**config.mk**
```make
export PLATFORM = sky130hd
export DESIGN_NAME = ram_port_arb
export DESIGN_NICKNAME = d
export VERILOG_FILES = /design/src/rtl/ram_port_arb.sv
export SDC_FILE = /design/constraint.sdc
export NUM_CORES = 1
export LEC_CHECK = 0
export ABC_AREA = 1
export CELL_PAD_IN_SITES_DETAIL_PLACEMENT = 0
export CELL_PAD_IN_SITES_GLOBAL_PLACEMENT = 1
export CORE_AREA = 5 5 121 123
export CTS_CLUSTER_DIAMETER = 80
export DETAILED_ROUTE_END_ITERATION = 10
export DIE_AREA = 0 0 126 128
export DONT_BUFFER_PORTS = 1
export PLACE_DENSITY_LB_ADDON = 0.3
export SLEW_MARGIN = 30
export SYNTH_ARGS = -nofsm -noshare
export SYNTH_HDL_FRONTEND = slang
export SYNTH_SLANG_ARGS = --single-unit
```
**constraint.sdc**
```tcl
create_clock -name clk_i -period 2.76 [get_ports clk_i]
set_clock_uncertainty 0.1 [all_clocks]
set_input_delay 0.552 -clock clk_i [delete_from_list [all_inputs] [get_ports clk_i]]
set_output_delay 0.552 -clock clk_i [all_outputs]
set_load 0.03 [all_outputs]
```
**src/rtl/ram_port_arb.sv**
```systemverilog
// ram_port_arb: round-robin arbiter letting two hosts share one RAM port, with local write/error responses.
// Define RAM_ARB_INIT_EN to zero-fill the RAM after every reset before hosts are granted.
module ram_port_arb #(
  parameter int Depth      = 128,
  parameter int Width      = 32,
  parameter int AddrOffset = 2
) (
  input  logic             clk_i,
  input  logic             rst_i,
  input  logic             h0_req_i,
  output logic             h0_gnt_o,
  input  logic             h0_we_i,
  input  logic [3:0]       h0_be_i,
  input  logic [31:0]      h0_addr_i,
  input  logic [Width-1:0] h0_wdata_i,
  output logic             h0_rvalid_o,
  output logic [Width-1:0] h0_rdata_o,
  output logic             h0_err_o,
  input  logic             h1_req_i,
  output logic             h1_gnt_o,
  input  logic             h1_we_i,
  input  logic [3:0]       h1_be_i,
  input  logic [31:0]      h1_addr_i,
  input  logic [Width-1:0] h1_wdata_i,
  output logic             h1_rvalid_o,
  output logic [Width-1:0] h1_rdata_o,
  output logic             h1_err_o,
  output logic             ram_req_o,
  output logic             ram_we_o,
  output logic [3:0]       ram_be_o,
  output logic [31:0]      ram_addr_o,
  output logic [Width-1:0] ram_wdata_o,
  input  logic             ram_rvalid_i,
  input  logic [Width-1:0] ram_rdata_i,
  output logic             init_done_o
);
  localparam int Aw = $clog2(Depth);
  logic init_done, prio, g0, g1, grant, in_range, fwd, we;
  logic rsp_valid, rsp_owner, rsp_we, rsp_err, rsp_data;
  logic [31:0] addr, init_addr;
`ifdef RAM_ARB_INIT_EN
  typedef enum logic {INIT, RUN} state_t;
  state_t state;
  logic [Aw-1:0] idx;
  always_ff @(posedge clk_i or posedge rst_i)
    if (rst_i) begin
      state <= INIT;
      idx   <= '0;
    end else if (state == INIT) begin
      idx <= idx + 1'b1;
      if (idx == Aw'(Depth - 1)) state <= RUN;
    end
  assign init_done = state == RUN;
  assign init_addr = 32'(idx) << AddrOffset;
`else
  assign init_done = 1'b1;
  assign init_addr = '0;
`endif
  // h1 wins only when it is alone or holds priority
  assign g1       = init_done & h1_req_i & (~h0_req_i | prio);
  assign g0       = init_done & h0_req_i & ~g1;
  assign grant    = g0 | g1;
  assign addr     = g1 ? h1_addr_i : h0_addr_i;
  assign we       = g1 ? h1_we_i : h0_we_i;
  assign in_range = addr[31:AddrOffset+Aw] == '0;
  assign fwd      = grant & in_range;
  assign h0_gnt_o = g0;
  assign h1_gnt_o = g1;
  assign init_done_o = init_done;
  assign ram_req_o   = ~init_done | fwd;
  assign ram_we_o    = ~init_done | (fwd & we);
  assign ram_be_o    = ~init_done ? 4'hF : fwd ? (g1 ? h1_be_i : h0_be_i) : 4'h0;
  assign ram_addr_o  = ~init_done ? init_addr : fwd ? addr : '0;
  assign ram_wdata_o = fwd ? (g1 ? h1_wdata_i : h0_wdata_i) : '0;
  always_ff @(posedge clk_i or posedge rst_i)
    if (rst_i) begin
      prio      <= 1'b0;
      rsp_valid <= 1'b0;
      rsp_owner <= 1'b0;
      rsp_we    <= 1'b0;
      rsp_err   <= 1'b0;
    end else begin
      rsp_valid <= grant;
      if (grant) begin
        prio      <= ~g1;
        rsp_owner <= g1;
        rsp_we    <= we;
        rsp_err   <= ~in_range;
      end
    end
  // only in-range reads carry RAM data; writes and errors answer with zero
  assign rsp_data    = rsp_valid & ~rsp_we & ~rsp_err;
  assign h0_rvalid_o = rsp_valid & ~rsp_owner;
  assign h1_rvalid_o = rsp_valid & rsp_owner;
  assign h0_err_o    = h0_rvalid_o & rsp_err;
  assign h1_err_o    = h1_rvalid_o & rsp_err;
  assign h0_rdata_o  = (rsp_data & ~rsp_owner) ? ram_rdata_i : '0;
  assign h1_rdata_o  = (rsp_data & rsp_owner) ? ram_rdata_i : '0;
  rvalid_match: assert property (@(posedge clk_i) disable iff (rst_i) ram_rvalid_i == rsp_data);
endmodule
```
==> results.md <==
Outcome:
- The flow ran to the end, and the final reports show no timing, DRC or antenna violations.

Floorplanning:
- The total die area is approximately 0.016 mm2.
- The total area inside the core boundary comes to approximately 0.014 mm2.
- The starting density of the core is between 10% and 20%.
- The die width is 126 um.
- The number of core rows is 43.
- 316 I/O pins were placed.
- The die is ~130 um tall.

Logic synthesis:
- The compound-gate portion of the synthesized area is around 1.2%.
- The main combinational cell family by area after synthesis is simple AND/OR/NAND/NOR gates.
- Synthesis handed over a netlist of between 500 and 600 instances.
- The proportion of synthesized chip area in sequential cells is between 5 and 6%.
- The cell area that synthesis handed to floorplanning was approximately 0.0025 mm2.
- In the synthesized netlist the dominant register cell turns out to be sky130_fd_sc_hd__dfrtp_1.
- The share of the synthesized netlist area taken by xor and xnor gates is 0%.
- The synthesized design contains 0 enable-type register cells.
- The synthesized design spends more area on one cell type than any other, namely sky130_fd_sc_hd__nand2_1.
- Ranked by instance count, the synthesized netlist is headed by sky130_fd_sc_hd__nand2_1, sky130_fd_sc_hd__inv_1, sky130_fd_sc_hd__nor2_1, sky130_fd_sc_hd__buf_4, sky130_fd_sc_hd__nor2_4.
- The multiplexer share of the synthesized area is less than 1%.
- Of the total synthesized cell area, the portion taken by full adders, half adders and majority gates is 0%.
- The synthesized netlist contains 25 unique library cells.
- The area share of the largest cell type after synthesis is 30.0%.
- The async set-reset flop share out of synthesis is between 90% and 100%.
- Of the total synthesized cell area, the portion taken by AND, OR, NAND and NOR gates is between 60% and 70%.
- After synthesis, the cell types taking the most area are sky130_fd_sc_hd__nand2_1, sky130_fd_sc_hd__inv_1, sky130_fd_sc_hd__nor2_1.
- The average size of a mapped cell is 4.82 um2.
- The cell with the most instances after synthesis is sky130_fd_sc_hd__nand2_1.
- For this run, the number of Yosys warnings is 0.
- Counting flops and latches in the post-synthesis netlist gives 5.

Clocking:
- For the worst-skew pair, the clock arrives at the later sink with an insertion delay of 0.23 ns.
- In this run the number of H-tree levels came out at 1.
- The total number of clock tree sinks is 5.
- CTS placed an instance of sky130_fd_sc_hd__clkbuf_16 at the clock tree root.
- The clock passes through at most 2 buffers.
- The total CTS buffers is 3.
- TritonCTS built the clock tree.
- The clock edge transition at the registers on the reported setup and hold paths is approximately 0.030 ns.

Hold path:
- The type of the tightest min-delay check is in2async.

Global route:
- Entering global routing, the biggest net connects 38 pins.
- The first-pass GRT wire length is between 15000 and 20000 um.
- The total congestion overflow is 0.
- In the global route stage, overall resource usage came out at approximately 11%.
- The number of antenna violations at the first check in global routing came to 1.
- The via count of the first global-routing pass is a little under 3000.

Power:
- In this run the power density over the cells is 181 mW/mm2.
- The analysis attributes to cell leakage a power of between 2 and 2.5 nW.
- IR analysis of the VDD net gives a maximum drop of approximately 140 uV.
- The power after layout is between 0.7 and 0.8 mW.

Place:
- Detailed placement ended at an HPWL of 9090 um.
- Routability-driven placement finished with a final weighted congestion of between 0.8 and 0.9.
- During placement, the flow inserted port buffers numbering 0.
- OpenSTA, run right after detailed placement, puts the worst setup slack at -0.0161 ns.

Routing:
- The via count of the routed design is approximately 3200.
- The average vias per placed instance is about 4.
- The number of detailed-routing iterations run before antenna repair is 4.
- Once detail routing completed, the nets flagged for antenna violations numbered 0.
- The routed wire length is 11000 um.
- The average detailed-routed wire length per instance is around 14 um.
- After detailed routing, the number of remaining DRC violations is 0.
- The initial detailed-routing violation count is approximately 110.

Critical path:
- The worst register-to-register path has a depth of 6.
- The register-to-register setup slack is around 0.94 ns.
- The maximum fanout encountered on the critical timing path is 13.
- The path type of the worst setup path is reg2out.
- The startpoint of the worst register-to-register path is prio.
- The worst setup path is captured at an output pin.
- Data on the critical path is required at its endpoint by about 2.1 ns.
- The data arrival time at the worst-slack endpoint is between 2 and 2.5 ns.
- The endpoint identified for the worst register-to-register timing path is rsp_we.
- The worst setup path is launched from a flip-flop.

Timing:
- The worst pin sits at a relative slew slack of roughly three fifths.
- The transition at the pin with the smallest max-transition slack is 0.601 ns.
- Setup repair after global routing could not meet its margin everywhere.
- Setup violations remaining at the end of the flow were counted as 0.
- The hold violation total from the final report was 0.
- The smallest clock period supported by the final layout is computed as roughly 2.7 ns.
- The final number of max-transition violations is 0.
- Based on the critical path, the design can be clocked at up to around 0.37 GHz.
- The worst hold margin is ~0.017 ns.
- Of the available clock period, the critical path in the final layout requires between 90% and 100%.
- The smallest setup slack after layout is roughly 0.024 ns.

Final layout:
- The post-route netlist has around 31% of its cells at a drive strength greater than 1.
- In the final design database the tool counted 801 nets.
- From synthesis to final layout, the design area changed by 59.5%.

Job:
- The number of max-cap violations is 0.
flip-flops by register name (all words and copies together) (netlist names):
signal	cells
prio	1
rsp_we	1
rsp_owner	1
rsp_err	1
rsp_valid	1
critical path, stage by stage (launching register included):
cell                       delay (ns)
sky130_fd_sc_hd__dfrtp_1         0.32
sky130_fd_sc_hd__inv_2           0.06
sky130_fd_sc_hd__nand2_8         0.12
sky130_fd_sc_hd__buf_8           0.15
sky130_fd_sc_hd__nand3b_1        0.08
sky130_fd_sc_hd__nand2_1         0.07
sky130_fd_sc_hd__nand2_1         0.06
sky130_fd_sc_hd__nor2_1          0.10
sky130_fd_sc_hd__nand2_1         0.09
sky130_fd_sc_hd__nor2_4          0.19
sky130_fd_sc_hd__nand2_8         0.14
sky130_fd_sc_hd__buf_16          0.18
sky130_fd_sc_hd__nor2_2          0.12
sky130_fd_sc_hd__buf_6           0.15
metal layers:
layer	up-vias	track usage, %	wire length [um]
li1	1614	-	-
met5	-	0	0
met4	0	3.47	229
met2	177	22.3	5970
met3	17	1.92	786
met1	1412	12.7	4040
timing repair:
action,CTS,global route
gates resized for setup,15,69
pin swaps,2,10
hold buffers,0,0
setup buffers,0,4
gates cloned,3,2
setup endpoints to repair,46,46
layout make-up:
type / count / area (um2)
fillers: 1551 / 9620
multi-input cells: 376 / 1830
repair buffers: 135 / 1270
inverters: 105 / 399
well taps: 180 / 225
flip-flops and latches: 5 / 125
clock buffers: 4 / 78.8
diodes: 1 / 2.50
worst max-delay path by stage:
stage | startpoint | to | slack (ns) | cells after the start
final | prio | ram_addr_o[0] | 0.02 | 13
after CTS | prio | ram_wdata_o[0] | -0.003 | 13
after detailed placement | h0_req_i | ram_be_o[2] | -0.02 | 12
after global routing | prio | ram_addr_o[0] | -0.15 | 14
after floorplan | h1_req_i | ram_addr_o[0] | 0.11 | 11
after global placement | h0_req_i | ram_be_o[0] | 0.01 | 12
per-stage QoR:
step	TNS (ns)	cells	util [%]	cell area [um2]
floorplan	0	534	-	2550
global placement	0	792	25.2	3410
detailed placement	-0.0892	792	25.2	3410
CTS	-0.00524	799	26.6	3600
global route	-4.06	805	29.0	3930
finish	0	806	29.0	3940
power breakdown:
part | switching, mW | internal [mW] | leakage (nW)
combinational | 0.277 | 0.110 | 2.32
sequential | 0.00552 | 0.0808 | 0.0542
clock | 0.0473 | 0.191 | 0.0382
logic make-up (layout without fill, tap and decap cells):
| logic type | after synthesis | in the layout |
|---|---|---|
| AOI/OAI and AO/OA | 6 | 6 |
| buffers and inverters | 155 | 244 |
| muxes | 1 | 1 |
| and+or+nand+nor | 343 | 345 |
| other | 2 | 25 |
| DFF | 5 | 5 |
placed cells by master (no fill, tap or decap), types with 4 or more instances in the layout:
cell and instances:
sky130_fd_sc_hd__nor2_4 31, sky130_fd_sc_hd__o21ai_0 4, sky130_fd_sc_hd__dfrtp_1 5, sky130_fd_sc_hd__inv_1 102
sky130_fd_sc_hd__nor2_1 80, sky130_fd_sc_hd__nand2_8 4, sky130_fd_sc_hd__buf_6 42, sky130_fd_sc_hd__nand3b_1 13
sky130_fd_sc_hd__clkbuf_16 5, sky130_fd_sc_hd__nand2_1 194, sky130_fd_sc_hd__buf_4 86, sky130_fd_sc_hd__nor2_2 15
sky130_fd_sc_hd__conb_1 24
No activity file was read; power rests on OpenSTA's default activity.
